==> config.mk <==
export PLATFORM = sky130hd
export DESIGN_NAME = ray_point_v
export DESIGN_NICKNAME = d
export VERILOG_FILES = /design/src/rtl/ray_point_v.sv
export SDC_FILE = /design/constraint.sdc
export NUM_CORES = 2
export LEC_CHECK = 0
export CAP_MARGIN = 20
export CORE_AREA = 2 2 294 296
export CTS_CLUSTER_SIZE = 16
export DETAILED_ROUTE_END_ITERATION = 10
export DIE_AREA = 0 0 296 298
export MAX_ROUTING_LAYER = met4
export PLACE_DENSITY = 0.83
export SLEW_MARGIN = 5
export SYNTH_ARGS = -nofsm -noshare
export SYNTH_HDL_FRONTEND = slang
export SYNTH_SLANG_ARGS = --single-unit
==> constraint.sdc <==
create_clock -name clk -period 14.1 [get_ports clk]
set_clock_uncertainty 0.1 [all_clocks]
set_input_delay 2.82 -clock clk [delete_from_list [all_inputs] [get_ports clk]]
set_output_delay 2.82 -clock clk [all_outputs]
set_load 0.005 [all_outputs]
==> src/rtl/ray_point_v.sv <==
// Ray point reconstruction P = O + t*D in signed 16.16, with one multiplier shared across x, y and z.
// Latency: result valid 3 cycles after accept. At most one transaction every 5 cycles.
// Backpressure: the result is held in DONE until out_ready. in_ready is high only in IDLE.
module ray_point_v #(
    parameter int FRAC     = 16,
    parameter bit SATURATE = 1'b1
) (
    input  logic        clk,
    input  logic        rst_n,
    input  logic        in_valid,
    output logic        in_ready,
    input  logic [31:0] ox,
    input  logic [31:0] oy,
    input  logic [31:0] oz,
    input  logic [31:0] dx,
    input  logic [31:0] dy,
    input  logic [31:0] dz,
    input  logic [31:0] t,
    output logic        out_valid,
    input  logic        out_ready,
    output logic [31:0] px,
    output logic [31:0] py,
    output logic [31:0] pz,
    output logic        ovf
);

    typedef enum logic [2:0] {
        IDLE = 3'd0,
        MX   = 3'd1,
        MY   = 3'd2,
        MZ   = 3'd3,
        DONE = 3'd4
    } state_t;

    state_t state;

    logic [31:0] ox_r, oy_r, oz_r;
    logic [31:0] dx_r, dy_r, dz_r;
    logic [31:0] t_r;

    logic [31:0]        sel_o;
    logic [31:0]        sel_d;
    logic signed [63:0] d_ext;
    logic signed [63:0] t_ext;
    logic signed [63:0] o_ext;
    logic signed [63:0] prod;
    logic signed [63:0] scaled;
    logic signed [63:0] sum;
    logic               c_ovf;
    logic [31:0]        c_res;

    assign in_ready = (state == IDLE);

    // The component handled this cycle is chosen by the state. It feeds the single multiplier.
    always_comb begin
        sel_o = ox_r;
        sel_d = dx_r;
        case (state)
            MY: begin
                sel_o = oy_r;
                sel_d = dy_r;
            end
            MZ: begin
                sel_o = oz_r;
                sel_d = dz_r;
            end
            default: begin
                sel_o = ox_r;
                sel_d = dx_r;
            end
        endcase
    end

    assign d_ext  = {{32{sel_d[31]}}, sel_d};
    assign t_ext  = {{32{t_r[31]}}, t_r};
    assign o_ext  = {{32{sel_o[31]}}, sel_o};
    assign prod   = d_ext * t_ext;
    assign scaled = prod >>> FRAC;
    assign sum    = o_ext + scaled;

    // The sum fits in 32 bits only when bits 63..31 are all copies of the sign bit.
    assign c_ovf = ~((&sum[63:31]) | ~(|sum[63:31]));

    always_comb begin
        c_res = sum[31:0];
        if (SATURATE && c_ovf) begin
            c_res = sum[63] ? 32'h8000_0000 : 32'h7FFF_FFFF;
        end
    end

    always_ff @(posedge clk or negedge rst_n) begin
        if (!rst_n) begin
            state     <= IDLE;
            ox_r      <= '0;
            oy_r      <= '0;
            oz_r      <= '0;
            dx_r      <= '0;
            dy_r      <= '0;
            dz_r      <= '0;
            t_r       <= '0;
            px        <= '0;
            py        <= '0;
            pz        <= '0;
            out_valid <= 1'b0;
            ovf       <= 1'b0;
        end else begin
            case (state)
                IDLE: begin
                    if (in_valid) begin
                        ox_r  <= ox;
                        oy_r  <= oy;
                        oz_r  <= oz;
                        dx_r  <= dx;
                        dy_r  <= dy;
                        dz_r  <= dz;
                        t_r   <= t;
                        ovf   <= 1'b0;
                        state <= MX;
                    end
                end
                MX: begin
                    px    <= c_res;
                    ovf   <= ovf | c_ovf;
                    state <= MY;
                end
                MY: begin
                    py    <= c_res;
                    ovf   <= ovf | c_ovf;
                    state <= MZ;
                end
                MZ: begin
                    pz        <= c_res;
                    ovf       <= ovf | c_ovf;
                    out_valid <= 1'b1;
                    state     <= DONE;
                end
                DONE: begin
                    if (out_ready) begin
                        out_valid <= 1'b0;
                        state     <= IDLE;
                    end
                end
                default: begin
                    out_valid <= 1'b0;
                    state     <= IDLE;
                end
            endcase
        end
    end

endmodule

* Yosys cells after proc, flatten, opt, wreduce, memory -nomap -nowiden *
Cells that the tools add are included.

word-level totals
  input port bits = 228
  output and inout bits = 99
  flip-flop bits (word level) = 325
  word-level logic and storage cells = 47

cells by class
  eq/ne operators = 6
  multiplexer cells = 11
  add/subtract/negate cells = 1
  bitwise logic cells = 5
  multiply operators = 1
  reduce and logical (&&, ||, !) cells = 10

operator list
  operator                                             number
  case mux 32 bit (2 select lines)                     2
  multiplier 32 x 32 -> 64 bit                         1
  2-to-1 mux 32 bit                                    2
  adder 32 x 48 -> 49 bit                              1
  AND reduction 33 bit                                 1
  OR reduction 33 bit                                  1
  case mux 3 bit (5 select lines)                      1
  AND reduction 2 bit                                  4
  equality test 3 x 2 -> 1 bit, second input constant  2
  2-to-1 mux 3 bit                                     2
  OR reduction 3 bit                                   2
  inequality test 2 bit, second input constant         2
  equality test 3 x 1 -> 1 bit, second input constant  1
  equality test 3 bit, second input constant           1
  zero test 3 bit                                      1
  NOT 1 bit                                            3
  case mux 1 bit (3 select lines)                      1
  2-to-1 mux 1 bit                                     2
  OR 1 bit                                             2
  case mux 1 bit (2 select lines)                      1
  nonzero test 2 bit                                   1

* Logic depth before layout (Yosys ltp) *
  depth in word-level cells = 10
  mapped depth = 48
  depth with buffers taken out = 41

* Worst setup path before layout *
OpenSTA, ideal clock, no wires.

  path kind = register to register
  from = reg state[2]
  to = reg py[10]
  required time = 13914 ps
  stages on the path, launching flop included = 43
  setup time = 86 ps
  slack = 2248 ps
  period minus slack after synthesis = 11852 ps
  path buffers = 5
  data arrival time = 11666 ps
  path through = dfrtp_1 > clkbuf_1 > nand2b_1 > clkbuf_1 > clkbuf_1 > clkbuf_1 > nand2_1 > o21ai_0 > clkbuf_1 > nand2_1 > inv_1 > fa_1 > fa_1 > fa_1 > fa_1 > inv_1 > fa_1 > inv_1 > (+7 left out) > a21o_1 > a21oi_1 > o21a_1 > o41ai_2 > a21oi_1 > o21ai_0 > xor2_1 > ha_1 > and2_1 > and3_1 > and2_1 > nor4b_1 > a32o_1 > or3_1 > or3_4 > nor4b_4 > nand4_4 > a32oi_1

between the ends
  word-level cells in the longest chain between the ends = 8
  elaborated cells on any way between the ends = 12
  classes of those cells = 1 x add/sub; 1 x mul; 2 x eq/ne; 4 x mux; 2 x bitwise; 2 x reduce/logical

ends and longest elaborated chain
  what                                                    RTL line  RTL
  from (decl)                                             35        state_t state;
  from (signal assigned)                                  93        state <= IDLE;
  from (signal assigned)                                  118       state <= MX;
  from (signal assigned)                                  124       state <= MY;
  equality test 3 x 2 -> 1 bit, on equally long branches  58, 107
  case mux 32 bit (2 select lines)                        58        case (state)
  multiplier 32 x 32 -> 64 bit                            77        assign prod = d_ext * t_ext;
  adder 32 x 48 -> 49 bit                                 79        assign sum = o_ext + scaled;
  OR reduction 33 bit                                     82        assign c_ovf = ~((&sum[63:31]) | ~(|sum[63:31]));
  NOT 1 bit                                               82
  OR 1 bit                                                82
  2-to-1 mux 32 bit                                       86        if (SATURATE && c_ovf) begin
  to (signal assigned)                                    127       py <= c_res;
  to (decl)                                               22        output logic [31:0] py,

Several ways; a longest one is shown, not always the timed one.
A chain may end at the register's enable or synchronous reset.

* Final worst setup path *
  from = reg state[2]
  to = reg pz[27]

between the ends
  word-level cells in the longest chain between the ends = 8
  elaborated cells on any way between the ends = 12
  classes of those cells = 1 x add/sub; 1 x mul; 2 x eq/ne; 4 x mux; 2 x bitwise; 2 x reduce/logical

ends and longest elaborated chain
  what                                                    RTL line  RTL
  equality test 3 x 2 -> 1 bit, on equally long branches  58, 107
  case mux 32 bit (2 select lines)                        58
  multiplier 32 x 32 -> 64 bit                            77
  adder 32 x 48 -> 49 bit                                 79
  OR reduction 33 bit                                     82
  NOT 1 bit                                               82
  OR 1 bit                                                82
  2-to-1 mux 32 bit                                       86
  to (signal assigned)                                    132       pz <= c_res;
  to (decl)                                               23        output logic [31:0] pz,

Several ways; a longest one is shown, not always the timed one.

==> impl_metrics.tcl <==
set metrics [dict create \
    critical_path.startpoint_type "flop" \
    synth_top_cell_area_share 0.407 \
    max_stage_delay_ps 990 \
    critical_path_class "flop to flop" \
    netlist_area_um2 53200 \
    max_freq_mhz 73.0 \
    postSynth.topFlopCell "dfrtp_1" \
    postLayoutSetupSlackWorst_ps 394 \
    dp_worst_setup_slack_ps 638 \
    yosys.area.top_type "fa_1" \
    synth-async-reset-ratio 1.00 \
    cts_tree "built" \
    layout_common_cells "nand2_1 (1,380), fa_1 (1,082), inv_1 (956)" \
    syn_nets 7453 \
    r2r_end "pz[27]" \
    post_cts.resized_instances 0 \
    setup-tns-final_ps 0 \
    fp.coreArea_um2 84900 \
    drv.max_cap_violation_count 0 \
    cts_setup_buffers 0 \
    outcome "finished with violations" \
    drc 2 \
    relative_slew_slack 0.270 \
    max_slew.worst_pin.slew_ps 1100 \
    hold_path_class "flop to flop" \
    r2r-start "state[2]" \
    gp_congestion 0.976 \
    synth.distinct_cells 95 \
    floorplan.io_pins 327 \
    vias 42700 \
    clock_tree.buffer_depth 3 \
    grt_pass1_vias 45000 \
    grt_antenna_before_repair 9 \
    layout_min_cycle_time_ps 13710 \
    cp_num_buf_inv 3 \
    synth_enable_flop_cells 0 \
    grt_first_pass_wirelength_mm 252 \
    hold_viol_final 0 \
    grt_util_all_layers 0.383 \
    synth-seq-cells 325 \
    first_iter_violations 4335 \
    finalSetupViolCount 0 \
    detailedRoute.firstPassIterationCount 11 \
    finalMaxSlewViolations 0 \
    globalRouteMet3Util 0.0900 \
    part_of_the_yosys_area_used_for_sequential_elements 0.153 \
    clk_root_buffer_cell "clkbuf_16" \
    placement.cell_area_um2 57400 \
    finalNetCount 7573 \
    critical-path-top-cell-by-count "fa_1" \
    routedWlPerCell_um 21.8 \
    worstSetupEndpoint "pz[27]" \
    place.port_buffers 326 \
    antenna_left 0 \
    final_min_period_over_clock_period 0.972 \
    violations "DRC" \
    worst-endpoint-required_ps 14450 \
    grtUsageMet1 0.507 \
    worstSetupEndpointType "flop" \
    grt_util_met2 0.583 \
    synthCells 5915 \
    synth.yosys.warnings 0 \
    busiest_layer "met2" \
    floorplan.die.height_um 298 \
    worst_path_max_delay_cell "o21ai_2" \
    drive_above_1_share 0.0424 \
    fp.dieArea_um2 88200 \
    cts.clk_slew.worst_paths_ps 60 \
    clock_sink_count 325 \
    finalInstanceArea_um2 59000 \
    worstPathMaxFanout 45 \
    dp_hpwl_mm 126 \
    flow.area_growth_from_synthesis_pct 10.9 \
    post_cts_hold_buffer_count 0 \
    cp-startpoint "state[2]" \
    critPathTopFamily "compound AO/OA/AOI/OAI gates" \
    core.rowCount 107 \
    grt_overflow 0 \
    avgViaCountPerCell 5.92 \
    tritoncts.num_buffers 38 \
    cts-htree-levels 2 \
    grt_max_degree 112 \
    finalWirelength_mm 157 \
    synth.area.top_cells "fa_1 (41%), dfrtp_1 (15%), nand2_1 (9.8%)" \
    ff2ff_path_depth 34 \
    cp.arrival_ps 14060 \
    worstSkewPairLatency_ps 630 \
    chipWidth_um 296 \
    mostFrequentLayoutCell "nand2_1" \
    timing.reg2reg.setup_slack_ps 390 \
    critical_path_depth 34 \
    synthesis.area_per_instance_um2 8.99 \
    initial_utilization 0.627 \
]
## synth_stat cells, drive strengths merged (7+ instances only)
cell	count
ha	228
nand2	1383
nand4	93
nor2	145
o21bai	11
a31oi	14
or2	18
nand2b	14
fa	1082
a211oi	12
o211ai	15
o21ai	143
clkbuf	306
buf	34
and3	12
inv	956
xor2	40
and2	479
nor2b	8
a21oi	137
nand3	76
a32oi	27
nor4	10
o21a	16
o31ai	7
nor3	19
a22oi	63
a21o	38
xnor2	58
dfrtp	325
a2111oi	8
mux2i	63
## layer usage
metal / up-vias / part of all wire
li1: 18300 / -
met1: 21700 / 0.38
met2: 2376 / 0.47
met3: 376 / 0.11
met4: 0 / 0.041
met5: - / 0
## worst min path at each step
stage	start	endpoint	slack, ps	cells past startpoint
after global routing	dx_r[19]	dx_r[19]	390	2
after global placement	dz_r[0]	dz_r[0]	350	2
final	dz_r[19]	dz_r[19]	380	2
after detailed placement	dy_r[0]	dy_r[0]	360	2
after CTS	oy_r[18]	oy_r[18]	380	2
after floorplan	dz_r[0]	dz_r[0]	340	2
## area by class of cell
type,instances,area [um2]
clock buffers,52,1080
diodes,10,25.0
clock inverters,16,240
multi-input cells,4291,40300
flip-flops and latches,325,8140
repair buffers,423,4170
inverters,956,3590
well taps,1144,1430
fillers,6453,25900
## tightest hold or removal path, stage by stage, from the launching register on
cell,delay (ps)
dfrtp_1,340
nand2_1,50
nand2_1,60
## per-stage QoR
| step | util | cells | hold WS (ps) |
|---|---|---|---|
| after floorplan | - | 5915 | 340 |
| after global placement | 0.676 | 7129 | 355 |
| after detailed placement | 0.676 | 7130 | 360 |
| after CTS | 0.692 | 7198 | 376 |
| after global routing | 0.695 | 7216 | 394 |
| final | 0.695 | 7217 | 376 |
## cell families (layout without fill, tap and decap cells)
family                     after synthesis  count (layout)  share of synthesized area
AOI/OAI and AO/OA                      538             538                     0.0666
xor gates and xnor gates                98              98                     0.0161
adders and majority gates             1310            1310                      0.461
buffers and inverters                 1299            1447                     0.0938
DFF                                    325             325                      0.153
muxes                                   67              67                     0.0127
other                                    0              10                          0
and+or+nand+nor                       2278            2278                      0.197
## state kept, by name, indices dropped and copies added, names as in the netlist
| name | flops |
|---|---|
| dy_r | 32 |
| dx_r | 32 |
| py | 32 |
| ox_r | 32 |
| oz_r | 32 |
| state | 3 |
| dz_r | 32 |
| t_r | 32 |
| pz | 32 |
| ovf | 1 |
| px | 32 |
| out_valid | 1 |
| oy_r | 32 |
Power is left out: the tool's default activity adds up to more than one toggle a clock period on the data nets, which glitch-free logic cannot reach.
